`src/rtl/dwt_pkg.sv`:
```
// -----------------------------------------------------------------------------
// dwt_pkg
// Shared types and defaults for the DWT level scheduler slice.
//   state_t      : scheduler FSM states (IDLE, RUN, FLUSH, DONE)
//   LEVELS_MAX   : default number of decomposition levels / ce_lvl bits
//   FRAME_W_DEF  : default frame-length and sample-counter width
//   PHASES_DEF   : default polyphase branch count
//   FLUSH_DEF    : default zero-pad pseudo-samples per level-0 period
//   PH_W         : width of the phase index output
// -----------------------------------------------------------------------------
package dwt_pkg;

    // Enum literals carry an ST_ prefix so they cannot collide with the
    // FLUSH module parameter once the package is wildcard-imported.
    typedef enum logic [1:0] {
        ST_IDLE  = 2'd0,
        ST_RUN   = 2'd1,
        ST_FLUSH = 2'd2,
        ST_DONE  = 2'd3
    } state_t;

    localparam int LEVELS_MAX  = 3;
    localparam int FRAME_W_DEF = 16;
    localparam int PHASES_DEF  = 6;
    localparam int FLUSH_DEF   = 12;
    localparam int PH_W        = 3;

endpackage

```
`src/rtl/dwt_ce_gen.sv`:
```
// -----------------------------------------------------------------------------
// dwt_ce_gen
// Combinational map from the 0-based sample index of the sample being issued
// to the per-level clock-enable vector. Level j fires when the issued sample
// completes a group of 2^j level-0 samples and j is an active level.
// Ports:
//   s_i          : index of the sample issued this cycle
//   levels_cfg_i : number of active levels (1..LEVELS)
//   strobe_i     : a real or pseudo sample is issued this cycle
//   ce_o         : per-level enable vector for that sample
// -----------------------------------------------------------------------------
module dwt_ce_gen
    import dwt_pkg::*;
#(
    parameter int LEVELS  = LEVELS_MAX,
    parameter int FRAME_W = FRAME_W_DEF
) (
    input  logic [FRAME_W-1:0] s_i,
    input  logic [2:0]         levels_cfg_i,
    input  logic               strobe_i,
    output logic [LEVELS-1:0]  ce_o
);

    logic [FRAME_W-1:0] s_next;

    // Counter wrap is harmless: only the low j bits of s+1 matter and 2^j
    // divides 2^FRAME_W.
    assign s_next = s_i + FRAME_W'(1);

    always_comb begin
        ce_o = '0;
        for (int j = 0; j < LEVELS; j++) begin
            ce_o[j] = strobe_i
                   && (j < int'(levels_cfg_i))
                   && ((s_next & ((FRAME_W'(1) << j) - FRAME_W'(1))) == '0);
        end
    end

endmodule

```
`src/rtl/dwt_level_sched.sv`:
```
// -----------------------------------------------------------------------------
// dwt_level_sched
// Single-clock scheduler for the multi-level DWT analysis chain. Generates
// per-level clock enables instead of divided clocks, accepts samples via a
// valid/ready handshake, tracks the polyphase branch and sequences one frame:
// RUN (real samples), FLUSH (zero-padded pseudo-samples), DONE.
//
// Handshake: in_ready is high exactly in RUN and depends only on state; a
// sample transfers on a rising edge where in_valid & in_ready are both high.
//
// Ports:
//   clk, rst     : clock, asynchronous active-high reset
//   start        : begin a frame (sampled only in IDLE)
//   abort        : abandon current frame, back to IDLE (highest priority)
//   frame_len    : samples per frame, latched on accepted start
//   levels_cfg   : active levels 1..LEVELS, latched on accepted start
//   in_valid     : upstream sample valid
//   in_ready     : sample accepted this cycle when in_valid is high
//   ce_lvl       : registered per-level clock enables
//   zero_pad     : current strobe is a flush (zero) sample
//   phase        : polyphase branch of the current level-0 strobe
//   busy         : high in RUN and FLUSH
//   done         : one-cycle frame-complete pulse
//   err_cfg      : one-cycle pulse for a rejected start
//   state_dbg    : current FSM state, for observation
// -----------------------------------------------------------------------------
module dwt_level_sched
    import dwt_pkg::*;
#(
    parameter int LEVELS  = LEVELS_MAX,
    parameter int FRAME_W = FRAME_W_DEF,
    parameter int PHASES  = PHASES_DEF,
    parameter int FLUSH   = FLUSH_DEF
) (
    input  logic               clk,
    input  logic               rst,
    input  logic               start,
    input  logic               abort,
    input  logic [FRAME_W-1:0] frame_len,
    input  logic [2:0]         levels_cfg,
    input  logic               in_valid,
    output logic               in_ready,
    output logic [LEVELS-1:0]  ce_lvl,
    output logic               zero_pad,
    output logic [PH_W-1:0]    phase,
    output logic               busy,
    output logic               done,
    output logic               err_cfg,
    output logic [1:0]         state_dbg
);

    localparam int FLUSH_MAX = FLUSH << (LEVELS - 1);
    localparam int F_W       = $clog2(FLUSH_MAX + 1);

    state_t             state_q, state_d;
    logic [FRAME_W-1:0] s_q, s_d;
    logic [F_W-1:0]     f_q, f_d;
    logic [PH_W-1:0]    phase_q, phase_d;
    logic [2:0]         lv_q, lv_d;
    logic [FRAME_W-1:0] len_q, len_d;
    logic [LEVELS-1:0]  ce_q, ce_d;
    logic               zp_q, zp_d;
    logic               done_q, done_d;
    logic               err_q, err_d;

    logic [LEVELS-1:0]  ce_next;
    logic               gen_strobe;
    logic [FRAME_W-1:0] len_mask;
    logic               cfg_ok;
    logic [F_W-1:0]     flush_total;
    logic [PH_W-1:0]    phase_inc;

    // A sample is issued on an accepted input in RUN, and every cycle in FLUSH.
    assign gen_strobe = ((state_q == ST_RUN) && in_valid) || (state_q == ST_FLUSH);

    dwt_ce_gen #(
        .LEVELS  (LEVELS),
        .FRAME_W (FRAME_W)
    ) u_ce_gen (
        .s_i          (s_q),
        .levels_cfg_i (lv_q),
        .strobe_i     (gen_strobe),
        .ce_o         (ce_next)
    );

    // frame_len must be a non-zero multiple of 2^levels_cfg so every level
    // sees whole decimation groups.
    assign len_mask = (FRAME_W'(1) << levels_cfg) - FRAME_W'(1);
    assign cfg_ok   = (levels_cfg != 3'd0)
                   && (int'(levels_cfg) <= LEVELS)
                   && (frame_len != '0)
                   && ((frame_len & len_mask) == '0);

    // Deeper decompositions need proportionally longer drains.
    assign flush_total = F_W'(FLUSH) << (lv_q - 3'd1);

    assign phase_inc = (phase_q == PH_W'(PHASES - 1)) ? '0 : phase_q + PH_W'(1);

    always_comb begin
        state_d = state_q;
        s_d     = s_q;
        f_d     = f_q;
        lv_d    = lv_q;
        len_d   = len_q;
        ce_d    = '0;
        zp_d    = 1'b0;
        done_d  = 1'b0;
        err_d   = 1'b0;
        // phase names the branch of the strobe currently shown, so it moves
        // on once that strobe has been presented.
        phase_d = ce_q[0] ? phase_inc : phase_q;

        unique case (state_q)
            ST_IDLE: begin
                if (start) begin
                    if (cfg_ok) begin
                        lv_d    = levels_cfg;
                        len_d   = frame_len;
                        s_d     = '0;
                        f_d     = '0;
                        phase_d = '0;
                        state_d = ST_RUN;
                    end else begin
                        err_d = 1'b1;
                    end
                end
            end
            ST_RUN: begin
                if (in_valid) begin
                    ce_d = ce_next;
                    s_d  = s_q + FRAME_W'(1);
                    if (s_q == len_q - FRAME_W'(1)) begin
                        state_d = ST_FLUSH;
                    end
                end
            end
            ST_FLUSH: begin
                ce_d = ce_next;
                zp_d = 1'b1;
                s_d  = s_q + FRAME_W'(1);
                f_d  = f_q + F_W'(1);
                if (f_q == flush_total - F_W'(1)) begin
                    state_d = ST_DONE;
                end
            end
            ST_DONE: begin
                done_d  = 1'b1;
                state_d = ST_IDLE;
            end
            default: begin
                state_d = ST_IDLE;
            end
        endcase

        if (abort) begin
            state_d = ST_IDLE;
            ce_d    = '0;
            zp_d    = 1'b0;
            done_d  = 1'b0;
            err_d   = 1'b0;
            s_d     = '0;
            f_d     = '0;
            phase_d = '0;
        end
    end

    always_ff @(posedge clk or posedge rst) begin
        if (rst) begin
            state_q <= ST_IDLE;
            s_q     <= '0;
            f_q     <= '0;
            phase_q <= '0;
            lv_q    <= '0;
            len_q   <= '0;
            ce_q    <= '0;
            zp_q    <= 1'b0;
            done_q  <= 1'b0;
            err_q   <= 1'b0;
        end else begin
            state_q <= state_d;
            s_q     <= s_d;
            f_q     <= f_d;
            phase_q <= phase_d;
            lv_q    <= lv_d;
            len_q   <= len_d;
            ce_q    <= ce_d;
            zp_q    <= zp_d;
            done_q  <= done_d;
            err_q   <= err_d;
        end
    end

    assign in_ready  = (state_q == ST_RUN);
    assign busy      = (state_q == ST_RUN) || (state_q == ST_FLUSH);
    assign ce_lvl    = ce_q;
    assign zero_pad  = zp_q;
    assign phase     = phase_q;
    assign done      = done_q;
    assign err_cfg   = err_q;
    assign state_dbg = state_q;

endmodule

```
`config.mk`:
```
export PLATFORM = sky130hd
export DESIGN_NAME = dwt_level_sched
export DESIGN_NICKNAME = d
export VERILOG_FILES = /design/src/rtl/dwt_pkg.sv /design/src/rtl/dwt_ce_gen.sv /design/src/rtl/dwt_level_sched.sv
export SDC_FILE = /design/constraint.sdc
export NUM_CORES = 1
export LEC_CHECK = 0
export ABC_AREA = 0
export BUFFER_PORTS_ARGS = -buffer_cell sky130_fd_sc_hd__clkbuf_2
export CORE_ASPECT_RATIO = 1.75
export CORE_MARGIN = 2
export CORE_UTILIZATION = 55
export CTS_BUF_LIST = sky130_fd_sc_hd__clkbuf_2
export DETAILED_ROUTE_END_ITERATION = 6
export PLACE_DENSITY = 0.84
export SYNTH_ARGS = -nofsm -noshare
export SYNTH_HDL_FRONTEND = slang
export SYNTH_HIERARCHICAL = 1
export SYNTH_SLANG_ARGS = --single-unit
```
`constraint.sdc`:
```
create_clock -name clk -period 4.5 [get_ports clk]
set_clock_uncertainty 0.15 [all_clocks]
set_input_delay 0.9 -clock clk [delete_from_list [all_inputs] [get_ports clk]]
set_output_delay 0.9 -clock clk [all_outputs]
set_load 0.005 [all_outputs]
```
==> results.sh <==
export IMPL_status="finished, final reports clean"
export IMPL_switching_share=0.4307
export IMPL_antenna_cells=0
export IMPL_wl_um=7564
export IMPL_final_common_cell="dfrtp_1"
export IMPL_clock_tree_buffer_depth=2
export IMPL_power_density_nw_per_um2=470.7
export IMPL_seqPwrFrac=0.423
export IMPL_area_delta_synth_final_pct=7.701
export IMPL_final_cell_mix="dfrtp_1 (52), clkbuf_2 (42), o21ai_0 (31), nand2_1 (27), nor2_1 (26)"
export IMPL_drive_above_1_share=0.1683
export IMPL_critPathCaptureType="flip-flop"
export IMPL_grt_first_pass_wirelength_um=12940
export IMPL_maxSlewViolCount=0
export IMPL_worstPathArrival_ns=3.69
export IMPL_irDropWorstVdd_mv=0.2861
export IMPL_switchingPower_mw=0.7344
export IMPL_htreeDepth=2
export IMPL_boundaryPins=37
export IMPL_ant_nets=0
export IMPL_grt_antenna_before_repair=0
export IMPL_grt_overflow=0
export IMPL_port_buffers=36
export IMPL_post_route_period_util=0.7776
export IMPL_ctsResizeCount=0
export IMPL_dpl_hpwl_um=5760
export IMPL_yosysSeqAreaShare=0.3869
export IMPL_die_area_um2=6781
export IMPL_place_ws_ns=0.5131
export IMPL_cts_sinks=52
export IMPL_wl_per_cell_um=15.69
export IMPL_initial_core_util=0.5720
export IMPL_synth_ff_type="dfrtp_1"
export IMPL_drc=0
export IMPL_post_cts_setup_buffer_count=0
export IMPL_die_h_um=107.4
export IMPL_core_area_um2=5879
export IMPL_intPower_mw=0.9706
export IMPL_maxCapViolCount=0
export IMPL_max_freq_mhz=285.8
export IMPL_syn_area_um2=3363
export IMPL_rows=37
export IMPL_p_leak_nw=1.643
export IMPL_maxSlewHeadroom=0.2887
export IMPL_syn_inst=374
export IMPL_cts_root_buf="clkbuf_2"
export IMPL_finalHoldViolCount=0
export IMPL_syn_avg_cell_area_um2=8.993
export IMPL_clk_latency_ns=0.46
export IMPL_syn_nets=411
export IMPL_vias=2900
export IMPL_synth_edff_count=0
export IMPL_ys_warnings_count=6
export IMPL_holdWs_ns=0.4188
export IMPL_clkTransAtPathRegs_ns=0.22
export IMPL_synth_area_leader_cell="dfrtp_1"
export IMPL_setup_viol=0
export IMPL_grt_pass1_vias=2921
export IMPL_die_w_um=63.11
export IMPL_drt_first_pass_iters=5
export IMPL_synthArstFlopShare=1.000
export IMPL_tightestPinTransition_ns=1.065
export IMPL_drt_iter0_drc=123
export IMPL_vias_per_cell=6.017
export IMPL_setup_slack_ns=1.001
export IMPL_critPathLaunchType="primary input"
export IMPL_synthTopCellsByArea="dfrtp_1 (39%), ha_1 (4.8%), mux2_2 (4.7%), o21ai_0 (4.6%), nand3_1 (3.4%)"
export IMPL_ys_types=53
export IMPL_power_total_mw=1.705
export IMPL_period_minus_slack_ns=3.499
export IMPL_worst_setup_path_type="in -> reg"
export IMPL_fin_nets=441
export IMPL_cts_tree="done"
export IMPL_critPathRequiredTime_ns=4.69
export IMPL_setup_tns_ns=0
export IMPL_grt_start_max_net_pins=53
export IMPL_worstPathMaxFanout=13
export IMPL_routabilityCongestion=0.9748
export IMPL_grt_usage=0.2428
export IMPL_numCtsBuffers=5
export IMPL_rsz0062_at_grt="false"
export IMPL_hold_buffers=0
export IMPL_hold_class="reg -> reg"
export IMPL_p_comb_frac=0.472
export IMPL_clkPwrFrac=0.106
export IMPL_synth_top_area_frac=0.3869
export IMPL_ys_seq_elements=52
## worst paths after layout
kind / end / from / cells after the start / slack (ns)
max: s_q[7] / levels_cfg[2] / 10 / 1.00
min: len_q[15] / len_q[15] / 1 / 0.42
max reg2reg: state_dbg[0] / lv_q[0] / 12 / 1.13
min reg2reg: len_q[15] / len_q[15] / 1 / 0.42
max in group asynchronous: len_q[7] / rst / 2 / 3.04
min in group asynchronous: s_q[2] / rst / 2 / 0.49
## synth_stat cells (2+ instances only)
cell / n
o211ai_1: 3
and3_1: 11
mux2_2: 14
and2_1: 4
o21a_1: 2
inv_1: 12
o211a_1: 3
or4_1: 6
clkbuf_1: 12
o31a_1: 3
a31oi_1: 5
nand2b_1: 15
o41ai_1: 2
xor2_1: 12
o21ai_0: 31
nand2_1: 27
nor3_1: 11
nor4_1: 10
nand3b_1: 3
nor2b_1: 7
nor3b_1: 3
or3_1: 6
xnor2_1: 12
nor2_1: 26
nand3_1: 23
o31ai_1: 8
o2111ai_1: 2
dfrtp_1: 52
nand4_1: 3
mux2i_1: 2
ha_1: 13
a21oi_1: 10
## stage by stage
stage	util	cell area [µm²]	instances
2_1_floorplan	-	3363	374
3_3_place_gp	0.6101	3587	475
3_5_place_dp	0.6101	3587	475
4_1_cts	0.6161	3622	482
5_1_grt	0.6161	3622	482
6_report	0.6161	3622	482
## layout make-up
type | count | area [µm²]
Clock buffer | 6 | 30.03
Clock inverter | 1 | 5.005
Fill cell | 535 | 2257
Inverter | 12 | 45.04
Multi-Input combinational cell | 295 | 1948
Sequential cell | 52 | 1301
Tap cell | 78 | 97.59
Timing Repair Buffer | 38 | 195.2
## kinds of logic after synthesis
kind of cell             after synthesis  share of synthesized area
XOR/XNOR                              24                    0.06250
adder cells (fa/ha/maj)               13                    0.04836
flip-flops                            52                     0.3869
AND/OR/NAND/NOR                      163                     0.2623
AO/OA/AOI/OAI                         79                     0.1533
buffers and inverters                 27                    0.03385
multiplexers                          16                    0.05283
## power by group through the flow
stage | Combinational (mW) | Sequential [mW] | Clock [mW]
after detailed placement | 0.801 | 0.730 | 0
after floorplan | 0.661 | 0.671 | 0
final | 0.804 | 0.721 | 0.180
after CTS | 0.808 | 0.719 | 0.188
after global placement | 0.771 | 0.726 | 0
after global routing | 0.902 | 0.741 | 0.204
## worst max-delay path, cell delays in order
cell	delay, ns
clkbuf_2	0.12
or3_4	0.40
ha_1	0.22
or3b_2	0.21
o2bb2ai_1	0.07
a2111o_1	0.48
o21ai_2	0.24
a21oi_2	0.18
nand2b_1	0.37
o41ai_1	0.48
## layer usage
| layer | vias up | part of all wire | GRT usage |
|---|---|---|---|
| li1 | 1413 | - | - |
| met5 | - | 0 | 0 |
| met2 | 60 | 0.56 | 0.4590 |
| met3 | 24 | 0.029 | 0.03556 |
| met4 | 0 | 0.043 | 0.1635 |
| met1 | 1403 | 0.37 | 0.2379 |
## state kept, by name, summed over array words and instances (netlist names)
name / flops
f_q: 6
err_cfg: 1
lv_q: 3
phase: 3
state_dbg: 2
done: 1
zero_pad: 1
s_q: 16
len_q: 16
ce_lvl: 3
(Power assumes the default switching activity.)
